## src/rtl/latch_write_arbiter.sv

```systemverilog
// +--------------------------------------------------------------------------+
// | latch_write_arbiter: round-robin arbiter sequencing setup/open/hold      |
// | writes into a shared level-sensitive latch bank.           Revision 1.0  |
// +--------------------------------------------------------------------------+
`default_nettype none

module latch_write_arbiter #(
  parameter int WIDTH       = 8,
  parameter int OPEN_CYCLES = 2,
  parameter int HOLD_CYCLES = 1
) (
  input  logic             cp,
  input  logic             rst_n,
  input  logic             req0,
  input  logic [WIDTH-1:0] d0,
  input  logic             req1,
  input  logic [WIDTH-1:0] d1,
  output logic             ack0,
  output logic             ack1,
  output logic             le,
  output logic [WIDTH-1:0] ld,
  output logic             busy,
  output logic             gnt_id
);

  // Terminal counts; a zero parameter degrades to a single cycle.
  localparam logic [3:0] OPEN_LAST = (OPEN_CYCLES > 1) ? 4'(OPEN_CYCLES - 1) : 4'd0;
  localparam logic [3:0] HOLD_LAST = (HOLD_CYCLES > 1) ? 4'(HOLD_CYCLES - 1) : 4'd0;

  typedef enum logic [2:0] {
    IDLE  = 3'd0,
    SETUP = 3'd1,
    OPEN  = 3'd2,
    HOLD  = 3'd3,
    DONE  = 3'd4
  } state_t;

  state_t     state;
  state_t     state_nxt;
  logic [3:0] cnt;
  logic [3:0] cnt_nxt;
  logic       winner;
  logic       grant;

  always_comb begin
    state_nxt = state;
    cnt_nxt   = cnt;
    grant     = 1'b0;
    winner    = (req0 && req1) ? ~gnt_id : req1;
    case (state)
      IDLE: begin
        if (req0 || req1) begin
          grant     = 1'b1;
          state_nxt = SETUP;
        end
      end
      SETUP: begin
        state_nxt = OPEN;
        cnt_nxt   = 4'd0;
      end
      OPEN: begin
        if (cnt == OPEN_LAST) begin
          state_nxt = HOLD;
          cnt_nxt   = 4'd0;
        end else begin
          cnt_nxt = cnt + 4'd1;
        end
      end
      HOLD: begin
        if (cnt == HOLD_LAST) begin
          state_nxt = DONE;
          cnt_nxt   = 4'd0;
        end else begin
          cnt_nxt = cnt + 4'd1;
        end
      end
      DONE:    state_nxt = IDLE;
      default: state_nxt = IDLE;
    endcase
  end

  // Outputs are registered from the next state so they align with it.
  always_ff @(posedge cp or negedge rst_n) begin
    if (!rst_n) begin
      state  <= IDLE;
      cnt    <= 4'd0;
      le     <= 1'b0;
      ld     <= '0;
      ack0   <= 1'b0;
      ack1   <= 1'b0;
      busy   <= 1'b0;
      gnt_id <= 1'b1;
    end else begin
      state <= state_nxt;
      cnt   <= cnt_nxt;
      le    <= (state_nxt == OPEN);
      busy  <= (state_nxt != IDLE);
      ack0  <= (state_nxt == DONE) && !gnt_id;
      ack1  <= (state_nxt == DONE) &&  gnt_id;
      if (grant) begin
        gnt_id <= winner;
        ld     <= winner ? d1 : d0;
      end
    end
  end

endmodule

`default_nettype wire

```

## config.mk

```make
export PLATFORM = sky130hd
export DESIGN_NAME = latch_write_arbiter
export DESIGN_NICKNAME = d
export VERILOG_FILES = /design/src/rtl/latch_write_arbiter.sv
export SDC_FILE = /design/constraint.sdc
export NUM_CORES = 1
export LEC_CHECK = 0
export ABC_AREA = 0
export CAP_MARGIN = 20
export CORE_UTILIZATION = 40
export CTS_BUF_LIST = sky130_fd_sc_hd__clkbuf_4 sky130_fd_sc_hd__clkbuf_8 sky130_fd_sc_hd__clkbuf_16
export DETAILED_ROUTE_END_ITERATION = 7
export PLACE_DENSITY_LB_ADDON = 0.15
export SYNTH_ARGS = -nofsm -noshare
export SYNTH_HDL_FRONTEND = slang
export SYNTH_SLANG_ARGS = --single-unit
export TNS_END_PERCENT = 50
```

## constraint.sdc

```tcl
create_clock -name cp -period 1.45 [get_ports cp]
set_input_delay 0.3625 -clock cp [delete_from_list [all_inputs] [get_ports cp]]
set_output_delay 0.3625 -clock cp [all_outputs]
set_load 0.01 [all_outputs]
```

==> Yosys cells after proc, flatten, opt, wreduce, memory -nomap -nowiden <==
Index checks and enable logic that the tools add are counted.
{ "classes": {"addsub": 1, "n_eq_ne": 6, "n_mux": 11, "n_bitwise": 1, "n_reduce_logical": 9} }
{ "op_table": {"columns": ["operator", "count"], "rows": [
  ["case mux 3 bit (4 select lines)", 1],
  ["case mux 4 bit (3 select lines)", 1],
  ["== test 3 x 2 -> 1 bit, second input constant", 3],
  ["2-to-1 mux 3 bit", 3],
  ["2-to-1 mux 4 bit", 2],
  ["2-to-1 mux 8 bit", 1],
  ["nonzero test 3 bit", 2],
  ["adder 4 x 1 -> 4 bit, second input constant", 1],
  ["== test 4 x 1 -> 1 bit, second input constant", 1],
  ["zero test 4 bit", 1],
  ["== test 3 x 1 -> 1 bit, second input constant", 1],
  ["== test 3 bit, second input constant", 1],
  ["logical AND 1 bit", 3],
  ["zero test 3 bit", 1],
  ["2-to-1 mux 1 bit", 3],
  ["zero test 1 bit", 1],
  ["logical OR 1 bit", 1],
  ["inverter 1 bit", 1]
]} }
{ "totals": {"ff_bits": 20, "in_bits": 20, "out_inout_bits": 13, "elab_cells": 36} }

==> Depth between registers and ports, before layout <==
{ "logic_depth": {"word_depth": 5, "mapped_depth": 6, "depth_no_buf": 6} }

==> Least setup slack after synthesis <==
No wires, ideal clock.
{ "synth_path": {"kind": "flip-flop to flip-flop", "from": "register cnt[0]", "to": "register cnt[1]", "setup_ps": 121, "arrival_time_ps": 1295, "path_slack_ps": 34, "path_stages_with_launch": 6, "path_buffers": 0, "synth_period_minus_slack_ps": 1416, "cell_sequence": "dfrtp_1 inv_1 ha_1 nor3b_2 o22ai_4 a32o_2"} }
{ "synth_via": {"elab_chain_cells": 3} }
{ "synth_lines": {"columns": ["item", "line_no", "text"], "rows": [
  ["start, declared", "40", "logic [3:0] cnt;"],
  ["start signal, assigned", "95", "cnt <= cnt_nxt;"],
  ["adder 4 x 1 -> 4 bit, or another cell as far along", "66, 74", null],
  ["2-to-1 mux 4 bit (on tied branches)", "70, 62", null],
  ["case mux 4 bit (3 select lines) (*)", "50", "case (state)"]
]} }
Every way passes the cells marked *; elsewhere a longest branch is shown, timed or not.
A chain may end at the register's enable or synchronous reset.

==> Worst setup path in the final report <==
{ "layout_path": {"from": "register gnt_id", "to": "output port gnt_id"} }
{ "layout_rtl": {"columns": ["item", "line_no", "text"], "rows": [
  ["start, declared", "23", "output logic gnt_id"],
  ["start signal, assigned", "101", "gnt_id <= winner;"]
]} }
No word-level cell between the ends.

==> results.ini <==
[placement]
dp_cells = 157
pre_cts_ws_ns = -0.2091
gp_congestion = 0.7456
io_buffers = 32
hpwl_um = 1582

[drt]
vias = 801
first_pass_iters = 3
drtAntennaViolNets = 0
routed_wl_um = 1997
vias_per_cell = 4.914
drt_first_iter_violations = 5
wl_per_cell_um = 12.25
route.detailed.drc = 0

[timing]
clock.fmax_mhz = 713.1
finalClockSkew_ns = 0.006932
setup-tns-final_ns = 0
period_needed_ns = 1.402
setup_slack_ns = 0.04777
final_hold_viol_count = 0
slew_viol_final = 0
max_slew.worst_pin.slew_ns = 0.5312
setup_viol = 0
maxSlewHeadroom_pct = 64.51
post-route-period-util_pct = 96.71

[clock_tree]
path_clk_slew_ns = 0.11
cts_buffer_depth = 2
clock-sinks = 20
clock_latency_ns = 0.28
cts_tree = yes
root_buffer = clkbuf_4
cts_buffers = 3
cts_hold_buf = 0
cts_max_level = 1

[worst_setup_path]
cp_top_family = flip-flops
start_kind = flip-flop
critPathBufInv = 1
cp_slowest_stage_delay_ns = 0.54
crit_type = flip-flop to output port
endpoint_kind = output port
arrival_ns = 1.04
critPathMaxFanout = 2
cp.required_ns = 1.09
path_cells = clkdlybuf4s15_1
slowest_stage = dfstp_2

[finish]
final_common_cell = clkdlybuf4s50_1
drive_above_1_share_pct = 24.44
antenna_cells = 0
layout_common_cells = 19 x clkdlybuf4s50_1, 17 x dfrtp_1, 14 x buf_4
layout.nets = 159
layout.cells.non_filler = 163
area_delta_synth_final_pct = 49.74

[power_and_ir_drop]
power_leakage_nw = 0.6867
peakVddDrop_mv = 0.8667
p_per_area_nw_per_um2 = 1855
power_mw = 2.690

[outcome]
status = finished clean

[die]
chipHeight_um = 51.21
start_util_pct = 42.95
coreArea_sq_um = 2255
die-area_sq_um = 2622
io_pins = 33
rows = 17
fp.dieW_um = 51.21

[logic_synthesis]
synthTopCellsByArea = dfrtp_1 49%, mux2i_1 8.3%, nand2_1 4.3%, ha_1 3.9%, o21ai_1 3.1%
synth_warnings = 0
synth-seq-cells = 20
yosysTopAreaCell = dfrtp_1
synth_top_area_share_pct = 49.10
yosysSeqAreaShare_pct = 51.81
yosys.cell_types.count = 29
avgSynthCellArea_sq_um = 11.00
synth_nets = 111
synthesis.area_sq_um = 968.4
syn_inst = 88

[flow_run]
cap_violations = 0

[global_route]
grt_first_pass_wirelength_um = 3477
antenna_found_initial = 0
grt-ovfl-total = 0
grt_pass1_vias = 835
grt_max_degree = 17
grtUsageTotal_pct = 17.37

[min_path]
hp-class = input pin to async pin

report_power, final:
| part | internal (mW) | switching (mW) |
|---|---|---|
| Sequential | 0.803 | 0.153 |
| Combinational | 0.762 | 0.693 |
| Clock | 0.125 | 0.153 |
repair_timing:
action	4_1_cts	5_1_grt
setup endpoints to repair	14	5
pin swaps	0	3
gates resized for setup	15	7
hold endpoints to repair	0	0
setup buffers	0	2
final timing paths:
check                        from       end  slack (ns)  cells after the start
max reg2reg                cnt[1]    cnt[1]        0.08                      5
max                        gnt_id    gnt_id        0.05                      1
max in group asynchronous   rst_n  state[2]        0.70                      2
min in group cp             ld[5]     ld[5]        0.49                      2
min                         rst_n     ld[7]        0.31                      1
min reg2reg                 ld[5]     ld[5]        0.49                      2
cell type report:
cell class,count,area [sq um]
clock buffers,4,30.03
fillers,201,804.5
inverters,4,15.01
multi-input cells,61,455.4
flip-flops and latches,20,504.2
well taps,28,35.03
repair buffers,46,410.4
per-layer routing:
metal	global-route usage, %	vias up	wire length [um]
li1	-	399	-
met1	22.03	383	864
met2	32.02	19	1074
met3	1.786	0	59
met4	2.778	0	0
met5	0	-	0
cells in the mapped netlist:
cell type	n
mux2_1	1
buf_2	2
nand3b_1	4
buf_6	1
inv_1	4
a32o_2	1
nor3b_2	2
o211ai_1	1
and2_1	1
nor2_1	6
or3b_4	1
o21ai_2	2
dfstp_2	1
ha_1	3
o21ai_0	2
nand2_1	11
nor3_1	2
nand3_1	2
o22ai_4	1
o21bai_1	1
dfrtp_1	19
a21oi_2	1
a21oi_1	1
mux2i_1	8
o21ai_1	6
a21boi_1	1
a31oi_1	1
and3_2	1
nor2b_1	1
flip-flops by register name, summed over array words and instances (netlist names):
name / cells
cnt: 4
ack0: 1
le: 1
ack1: 1
gnt_id: 1
ld: 8
busy: 1
state: 3
kinds of logic (layout without fill, tap and decap cells):
group                      Yosys count  in the layout  synth area share (%)
AOI/OAI and AO/OA                   18             18                 13.57
adders and majority gates            3              3                 3.876
buffers and inverters                7             54                 3.746
DFF                                 20             20                 51.81
muxes                                9              9                 9.432
and+or+nand+nor                     31             31                 17.57
through the flow:
step | util, % | hold WS, ns | area [sq um]
detailed placement | 61.76 | 0.4799 | 1393
CTS | 62.71 | 0.3180 | 1414
global route | 64.32 | 0.3168 | 1450
global placement | 61.76 | 0.4630 | 1393
finish | 64.32 | 0.3146 | 1450
floorplan | - | 0.06691 | 968.4
Power figures use the tool's default switching activity.
